File: src/rtl/mips_mem_arbiter.sv
// rtl/mips_mem_arbiter.sv - round-robin arbiter sharing one wait-request memory bus
// between the CPU instruction-fetch port and data port, with timeout abort.
module mips_mem_arbiter #(
   parameter int ADDR_W  = 32,
   parameter int DATA_W  = 32,
   parameter int TIMEOUT = 64
) (
   input  logic                clk,
   input  logic                reset,
   input  logic                i_req,
   input  logic [ADDR_W-1:0]   i_addr,
   output logic [DATA_W-1:0]   i_rdata,
   output logic                i_done,
   input  logic                d_read,
   input  logic                d_write,
   input  logic [ADDR_W-1:0]   d_addr,
   input  logic [DATA_W-1:0]   d_wdata,
   input  logic [DATA_W/8-1:0] d_byteen,
   output logic [DATA_W-1:0]   d_rdata,
   output logic                d_done,
   output logic                err,
   output logic [ADDR_W-1:0]   mem_address,
   output logic                mem_read,
   output logic                mem_write,
   output logic [DATA_W-1:0]   mem_writedata,
   output logic [DATA_W/8-1:0] mem_byteenable,
   input  logic                mem_waitrequest,
   input  logic [DATA_W-1:0]   mem_readdata
);
   localparam int BE_W = DATA_W / 8;
   localparam int TCW  = (TIMEOUT > 2) ? $clog2(TIMEOUT) : 1;
   localparam logic [TCW-1:0] TLIM = TCW'((TIMEOUT > 0) ? TIMEOUT - 1 : 0);

   typedef enum logic [1:0] {IDLE, BUSY_I, BUSY_D} state_e;

   state_e            state_q, state_d;
   logic              last_d_q, last_d_d;
   logic [TCW-1:0]    tcnt_q, tcnt_d;
   logic [ADDR_W-1:0] addr_q, addr_d;
   logic              rd_q, rd_d, wr_q, wr_d;
   logic [DATA_W-1:0] wdata_q, wdata_d;
   logic [BE_W-1:0]   be_q, be_d;
   logic              i_done_q, i_done_d, d_done_q, d_done_d, err_q, err_d;
   logic [DATA_W-1:0] i_rdata_q, i_rdata_d, d_rdata_q, d_rdata_d;
   logic              i_elig, d_elig;

   // A requester still showing its done pulse is masked so it cannot be re-granted on a stale request.
   assign i_elig = i_req & ~i_done_q;
   assign d_elig = (d_read | d_write) & ~d_done_q;

   always_comb begin
      state_d   = state_q;
      last_d_d  = last_d_q;
      tcnt_d    = tcnt_q;
      addr_d    = addr_q;
      rd_d      = rd_q;
      wr_d      = wr_q;
      wdata_d   = wdata_q;
      be_d      = be_q;
      i_done_d  = 1'b0;
      d_done_d  = 1'b0;
      err_d     = 1'b0;
      i_rdata_d = '0;
      d_rdata_d = '0;
      case (state_q)
         IDLE: begin
            tcnt_d = '0;
            if (i_elig && (!d_elig || last_d_q)) begin
               addr_d   = i_addr;
               rd_d     = 1'b1;
               wr_d     = 1'b0;
               wdata_d  = '0;
               be_d     = '1;
               last_d_d = 1'b0;
               state_d  = BUSY_I;
            end else if (d_elig) begin
               addr_d   = d_addr;
               rd_d     = ~d_write;
               wr_d     = d_write;
               wdata_d  = d_write ? d_wdata : '0;
               be_d     = d_write ? d_byteen : '1;
               last_d_d = 1'b1;
               state_d  = BUSY_D;
            end
         end
         BUSY_I, BUSY_D: begin
            if (!mem_waitrequest || (TIMEOUT != 0 && tcnt_q == TLIM)) begin
               rd_d    = 1'b0;
               wr_d    = 1'b0;
               err_d   = mem_waitrequest;
               state_d = IDLE;
               if (state_q == BUSY_I) begin
                  i_done_d  = 1'b1;
                  i_rdata_d = mem_waitrequest ? '0 : mem_readdata;
               end else begin
                  d_done_d  = 1'b1;
                  d_rdata_d = (mem_waitrequest || !rd_q) ? '0 : mem_readdata;
               end
            end else begin
               tcnt_d = tcnt_q + 1'b1;
            end
         end
         default: state_d = IDLE;
      endcase
   end

   always_ff @(posedge clk or negedge reset) begin
      if (!reset) begin
         state_q   <= IDLE;
         last_d_q  <= 1'b1;
         tcnt_q    <= '0;
         addr_q    <= '0;
         rd_q      <= 1'b0;
         wr_q      <= 1'b0;
         wdata_q   <= '0;
         be_q      <= '0;
         i_done_q  <= 1'b0;
         d_done_q  <= 1'b0;
         err_q     <= 1'b0;
         i_rdata_q <= '0;
         d_rdata_q <= '0;
      end else begin
         state_q   <= state_d;
         last_d_q  <= last_d_d;
         tcnt_q    <= tcnt_d;
         addr_q    <= addr_d;
         rd_q      <= rd_d;
         wr_q      <= wr_d;
         wdata_q   <= wdata_d;
         be_q      <= be_d;
         i_done_q  <= i_done_d;
         d_done_q  <= d_done_d;
         err_q     <= err_d;
         i_rdata_q <= i_rdata_d;
         d_rdata_q <= d_rdata_d;
      end
   end

   assign mem_address    = addr_q;
   assign mem_read       = rd_q;
   assign mem_write      = wr_q;
   assign mem_writedata  = wdata_q;
   assign mem_byteenable = be_q;
   assign i_done         = i_done_q;
   assign d_done         = d_done_q;
   assign err            = err_q;
   assign i_rdata        = i_rdata_q;
   assign d_rdata        = d_rdata_q;
endmodule

File: config.mk
export PLATFORM = sky130hd
export DESIGN_NAME = mips_mem_arbiter
export DESIGN_NICKNAME = d
export VERILOG_FILES = /design/src/rtl/mips_mem_arbiter.sv
export SDC_FILE = /design/constraint.sdc
export NUM_CORES = 1
export LEC_CHECK = 0
export CAP_MARGIN = 20
export CORE_ASPECT_RATIO = 1.75
export CORE_MARGIN = 2
export CORE_UTILIZATION = 40
export CTS_CLUSTER_DIAMETER = 40
export CTS_CLUSTER_SIZE = 14
export DETAILED_ROUTE_END_ITERATION = 12
export PLACE_DENSITY = 0.87
export RECOVER_POWER = 25
export SLEW_MARGIN = 40
export SYNTH_ARGS = -nofsm -noshare
export SYNTH_HDL_FRONTEND = slang
export SYNTH_SLANG_ARGS = --single-unit
File: constraint.sdc
create_clock -name clk -period 1.84 [get_ports clk]
set_input_delay 0.368 -clock clk [delete_from_list [all_inputs] [get_ports clk]]
set_output_delay 0.368 -clock clk [all_outputs]
set_load 0.02 [all_outputs]
==> results of run 1 <==
==> area by class of cell <==
class | instances | area, sq um | area share
Multi-Input combinational cell | 263 | 1620 | 0.177
Inverter | 37 | 139 | 0.0152
Antenna cell | 2 | 5.00 | 0.000546
Tap cell | 174 | 218 | 0.0238
Sequential cell | 146 | 3650 | 0.399
Clock inverter | 14 | 119 | 0.0130
Clock buffer | 18 | 429 | 0.0468
Timing Repair Buffer | 293 | 2980 | 0.325
==> worst max path at each step <==
stage	startpoint	to	slack [ns]	cells after the start
floorplan	tcnt_q[0]	mem_read	0.19	5
CTS	mem_write	mem_write	0.01	1
global route	mem_address[28]	mem_address[28]	0.001	1
detailed placement	d_write	mem_address[9]	-0.20	6
finish	mem_address[28]	mem_address[28]	0.03	1
global placement	d_write	mem_address[24]	-0.11	6
==> worst register-to-register path: stages, from the launching register on <==
cell and delay, ns:
dfrtp_1 0.42, ha_2 0.24, nand2_4 0.07, or2_4 0.27
a32o_2 0.29, a221o_1 0.34
==> kinds of logic (layout without fill, tap and decap cells) <==
kind of cell / Yosys count / in the layout / share of synthesized area
simple gates: 168 / 168 / 0.155
flops: 146 / 146 / 0.660
compound gates: 89 / 89 / 0.120
buf+inv: 65 / 362 / 0.0522
fa+ha+maj: 3 / 3 / 0.00678
mux: 2 / 2 / 0.00362
xor+xnor: 1 / 1 / 0.00158
other cells: 0 / 2 / 0
==> synth_stat cells (2+ instances only) <==
master / instances / area share
nor2_1: 14 / 0.0095
dfrtp_1: 145 / 0.66
buf_2: 9 / 0.0081
and2_1: 64 / 0.072
and2_2: 2 / 0.0027
o21ai_0: 40 / 0.036
a221o_1: 2 / 0.0036
buf_6: 4 / 0.0081
nand2_1: 72 / 0.049
a222oi_1: 32 / 0.058
nor3_1: 2 / 0.0018
mux2i_1: 2 / 0.0036
nand3_1: 3 / 0.0027
inv_1: 37 / 0.025
o21a_1: 2 / 0.0027
ha_1: 3 / 0.0068
clkbuf_1: 14 / 0.0095
nor3b_1: 2 / 0.0027
a31oi_1: 2 / 0.0023
a22o_2: 2 / 0.0036
==> stage by stage <==
stage	worst slack, ns	instances	hold slack, ns
4_1_cts	0.0140	945	0.390
3_3_place_gp	-0.109	912	0.262
2_1_floorplan	0.190	474	0.0724
3_5_place_dp	-0.197	912	0.265
6_report	0.0324	947	0.479
5_1_grt	0.00119	947	0.505
==> registers in the layout, summed over array words and instances (netlist names) <==
signal and flops:
last_d_q 1, state_q 2, tcnt_q 6, i_done 1
mem_writedata 32, mem_address 32, d_rdata 32, mem_write 1
mem_read 1, i_rdata 32, err 1, mem_byteenable 4
d_done 1
==> routing by layer <==
metal | track usage | routed length [um] | part of all wire
met1 | 0.230 | 5390 | 0.32
met2 | 0.392 | 8820 | 0.53
met3 | 0.0830 | 1560 | 0.093
met4 | 0.138 | 971 | 0.058
met5 | 0 | 0 | 0
==> power by group through the flow <==
stage | registers, uW | logic (uW) | clock network (uW)
after floorplan | 5570 | 1910 | 0
after detailed placement | 4630 | 5710 | 0
after global routing | 4680 | 6110 | 3410
after global placement | 4580 | 5520 | 0
final | 4590 | 5700 | 3170
after CTS | 4580 | 5740 | 3260
==> timing repair <==
item | CTS | global route
hold buffers | 1 | 0
pin swaps | 0 | 0
endpoints found under the hold margin | 26 | 0
gates resized for setup | 1 | 3
setup endpoints to repair | 1 | 3
==> flow_metrics.py, run 1 <==
metrics = {
    "status": {
        "status": "finished, final reports clean",
    },
    "cells_and_area": {
        "nets": 899,
        "final_core_util": 0.681,
        "num-fill-cells": 966,
        "postLayoutCellArea_sq_um": 9170,
        "layout_common_cells": "clkdlybuf4s50_1 (270), dfrtp_1 (145), nand2_1 (72)",
        "mostFrequentLayoutCell": "clkdlybuf4s50_1",
        "drive_gt1_frac": 0.0869,
        "area_growth_pct": 65.6,
    },
    "critical_path": {
        "crit_chain": "clkdlybuf4s50_1",
        "critPathKind": "reg2out",
        "cp.required_ns": 1.47,
        "slowest_delay_ns": 0.68,
        "ff2ff_path_depth": 5,
        "critical_path.top_delay_family": "buffers and inverters",
        "reg2reg_from": "tcnt_q[0]",
        "ff2ff_setup_slack_ns": 0.09,
        "cp-end-kind": "primary output",
        "cp_max_fo": 2,
        "slowest_stage": "clkdlybuf4s50_1",
        "r2r_end": "mem_write",
        "cp.arrival_ns": 1.44,
        "worst-path-buf-inv": 1,
        "cp-start-kind": "flip-flop",
    },
    "floorplanning": {
        "die_height_um": 160,
        "row_count": 56,
        "die_x_um": 92.9,
        "dieArea_sq_um": 14800,
        "num_io_pins": 275,
        "core-area_sq_um": 13500,
        "initial_core_util": 0.411,
    },
    "worst_hold_path": {
        "min_from": "mem_writedata[4]",
        "whs_endpoint": "mem_writedata[4]",
        "hold_depth": 2,
        "hp-class": "reg2reg",
    },
    "clock_tree": {
        "clock_latency_ns": 0.41,
        "clkTransAtPathRegs_ns": 0.06,
        "post_cts_buffers": 0,
        "cts_buffers": 17,
        "clock_sinks": 146,
        "ctsRootBufferMaster": "clkbuf_16",
        "cts_tree": "built",
        "htree_levels": 4,
        "clock_path_buffers": 2,
    },
    "timing": {
        "tightest_slew_ns": 0.764,
        "hold_viol": 0,
        "rsz0062_at_grt": "no",
        "fmax_mhz": 553,
        "tns_ns": 0,
        "post-route-period-util": 0.982,
        "drv_slew": 0,
        "finalSetupViolCount": 0,
        "fin_skew_ns": 0.00858,
        "slew_headroom": 0.491,
        "finalCriticalPeriod_ns": 1.81,
    },
    "global_route": {
        "overflow": 0,
        "track_usage": 0.227,
        "grt_pass1_wl_mm": 26.3,
        "grt_pass1_vias": 5154,
        "grt_max_degree": 73,
        "antenna_found_initial": 2,
    },
    "logic_synthesis": {
        "yosys.cell_types.count": 41,
        "ys_async_sr_fraction": 1.00,
        "synth_nets": 615,
        "syn-cell-area_sq_um": 5540,
        "synth-edff-count": 0,
        "ys_ff_latch": 146,
        "synth_warnings": 0,
        "netlist_instances": 474,
        "synthFlopType": "dfrtp_1",
        "ys_seq_area_frac": 0.660,
        "syn_avg_cell_area_sq_um": 11.7,
    },
    "routing": {
        "drt_iter0_markers": 413,
        "wl_mm": 16.7,
        "final_antenna_net_count": 0,
        "avgRoutedWirePerCell_um": 17.7,
        "routed-via-count": 4829,
        "route.detailed.drc": 0,
        "vias_per_cell": 5.10,
        "drtPass1Iterations": 8,
    },
    "pwr": {
        "p_int_uw": 8520,
        "powerDensity_nw_per_um2": 1470,
        "power_frac_seq": 0.341,
        "swShare": 0.367,
        "power_uw": 13500,
        "ir_drop_uv": 697,
        "p_comb_frac": 0.423,
        "netSwitchingPower_uw": 4940,
        "p_leak_uw": 0.00419,
        "pwr-share-clk": 0.235,
    },
    "place": {
        "post-dp-hpwl_mm": 12.6,
        "place_area_sq_um": 8620,
        "gp_congestion": 0.867,
        "portBuffers": 274,
    },
    "run": {
        "cap_violations": 0,
    },
}
No activity file was read; power rests on OpenSTA's default activity.
==> run 2: changes to the inputs <==
--- a/config.mk
+++ b/config.mk
@@ -14,6 +14,7 @@
 export DETAILED_ROUTE_END_ITERATION = 12
 export PLACE_DENSITY = 0.87
 export RECOVER_POWER = 25
+export REMOVE_ABC_BUFFERS = 1
 export SLEW_MARGIN = 40
 export SYNTH_ARGS = -nofsm -noshare
 export SYNTH_HDL_FRONTEND = slang
==> flow_metrics.py, run 2 (synthesis gave the netlist of run 1 again) <==
metrics = {
    "global_route": {
        "antenna_found_initial": 2,
        "overflow": 0,
        "grt_pass1_vias": 5087,
        "grt_pass1_wl_mm": 26.3,
        "grt_max_degree": 73,
        "track_usage": 0.229,
    },
    "floorplanning": {
        "dieArea_sq_um": 14800,
        "die_x_um": 92.9,
        "die_height_um": 160,
        "num_io_pins": 275,
        "core-area_sq_um": 13500,
        "initial_core_util": 0.411,
        "row_count": 56,
    },
    "cells_and_area": {
        "regArea_sq_um": 3650,
        "layout_common_cells": "clkdlybuf4s50_1 (272), dfrtp_1 (145), nand2_1 (72)",
        "drive_gt1_frac": 0.0906,
        "stdcell_count": 948,
        "nets": 901,
        "area_growth_pct": 67.0,
        "mostFrequentLayoutCell": "clkdlybuf4s50_1",
        "multi_input_area_sq_um": 1630,
        "num-fill-cells": 970,
    },
    "critical_path": {
        "slowest_delay_ns": 0.63,
        "worst-path-buf-inv": 1,
        "r2r_end": "mem_write",
        "critPathKind": "reg2out",
        "cp.required_ns": 1.47,
        "crit_chain": "clkdlybuf4s50_1",
        "slowest_stage": "clkdlybuf4s50_1",
        "cp.arrival_ns": 1.44,
        "cp-end-kind": "primary output",
        "cp-start-kind": "flip-flop",
        "ff2ff_path_depth": 5,
        "ff2ff_setup_slack_ns": 0.06,
        "reg2reg_from": "tcnt_q[0]",
        "critical_path.top_delay_family": "buffers and inverters",
        "cp_max_fo": 3,
    },
    "status": {
        "status": "finished, final reports clean",
    },
    "clock_tree": {
        "clock_sinks": 146,
        "cts_buffers": 17,
        "cts_tree": "built",
        "ctsRootBufferMaster": "clkbuf_16",
        "clock_latency_ns": 0.40,
        "clkTransAtPathRegs_ns": 0.06,
        "htree_levels": 4,
        "clock_path_buffers": 2,
    },
    "timing": {
        "setup_ws_ns": 0.0331,
        "finalCriticalPeriod_ns": 1.81,
        "fin_skew_ns": 0.00718,
        "slew_headroom": 0.286,
        "finalSetupViolCount": 0,
        "rsz0062_at_grt": "yes",
        "fmax_mhz": 553,
        "hold_ws_ns": 0.478,
        "drv_slew": 0,
        "tightest_slew_ns": 1.07,
        "hold_viol": 0,
        "post-route-period-util": 0.982,
    },
    "routing": {
        "routed-via-count": 4783,
        "wl_mm": 16.7,
        "vias_per_cell": 5.05,
        "final_antenna_net_count": 0,
        "route.detailed.drc": 0,
        "drt_iter0_markers": 328,
        "avgRoutedWirePerCell_um": 17.6,
        "drtPass1Iterations": 6,
    },
    "worst_hold_path": {
        "min_from": "mem_writedata[22]",
        "hp-class": "reg2reg",
        "whs_endpoint": "mem_writedata[22]",
        "hold_depth": 2,
    },
    "place": {
        "dpl_worst_slack_ns": -0.165,
        "post-dp-hpwl_mm": 12.4,
        "place_inst": 914,
        "gp_congestion": 0.813,
        "portBuffers": 274,
    },
    "pwr": {
        "ir_drop_uv": 944,
        "powerDensity_nw_per_um2": 1490,
        "p_leak_uw": 0.00422,
    },
    "run": {
        "cap_violations": 0,
    },
}
==> run 2: changes by cell type in the layout (fill, tap and decap cells not counted), sizes merged <==
cell,before,now
dlymetal6s2s,2,1
inv,44,41
bufinv,0,2
dlygate4sd2,1,0
clkdlybuf4s50,270,272
clkinvlp,4,3
clkbuf,20,22
diode,2,1
buf,17,19
==> run 2: worst max path at each step <==
stage                     from                 to  slack (ns)  cells past startpoint
5_1_grt             state_q[0]          tcnt_q[5]       -0.02                      7
2_1_floorplan           d_done  mem_byteenable[0]       -1.09                      3
6_report             mem_write          mem_write        0.03                      1
4_1_cts        mem_address[21]    mem_address[21]       0.009                      1
3_3_place_gp           d_write    mem_address[23]        -0.1                      6
3_5_place_dp           d_write    mem_address[20]       -0.17                      6
==> run 2: report_power, final <==
| part | total, uW | switching [uW] | leakage, uW | internal [uW] |
|---|---|---|---|---|
| registers | 4590 | 499 | 0.00194 | 4090 |
| clock network | 3460 | 1360 | 0.000286 | 2100 |
| logic | 5700 | 3010 | 0.00199 | 2680 |
| total | 13700 | 4870 | 0.00422 | 8870 |
==> run 2: layer usage <==
layer / wire [um] / GRT usage / vias to the layer above
li1: - / - / 2176
met5: 0 / 0 / -
met2: 9060 / 0.418 / 239
met3: 1500 / 0.0712 / 33
met4: 522 / 0.100 / 0
met1: 5610 / 0.235 / 2335
==> run 2: cell type report <==
| class | instances | area share |
|---|---|---|
| Timing Repair Buffer | 295 | 0.324 |
| Inverter | 37 | 0.0150 |
| Antenna cell | 1 | 0.000271 |
| Clock buffer | 20 | 0.0494 |
| Multi-Input combinational cell | 263 | 0.176 |
| Sequential cell | 146 | 0.395 |
| Tap cell | 174 | 0.0235 |
| Clock inverter | 12 | 0.0158 |
==> run 2: worst register-to-register path, cell delays in order (launching register included) <==
cell and delay (ns):
dfrtp_1 0.41, ha_2 0.24, nand2_4 0.07, or2_4 0.28, a32o_2 0.30, a221o_1 0.36
==> run 2: what timing repair did <==
item	CTS	global route
hold buffers	1	0
gates resized for setup	0	4
endpoints found under the setup margin	0	59
setup buffers	0	0
hold endpoints to repair	36	0
==> run 2: metrics by stage <==
| step | utilization | cell area (sq um) | setup TNS [ns] | power, uW |
|---|---|---|---|---|
| floorplan | - | 5390 | -103.36 | 7280 |
| global placement | 0.641 | 8630 | -2.55 | 10100 |
| detailed placement | 0.641 | 8630 | -4.81 | 10300 |
| CTS | 0.687 | 9240 | 0 | 13900 |
| global route | 0.687 | 9250 | -0.0339 | 14500 |
| finish | 0.687 | 9250 | 0 | 13700 |
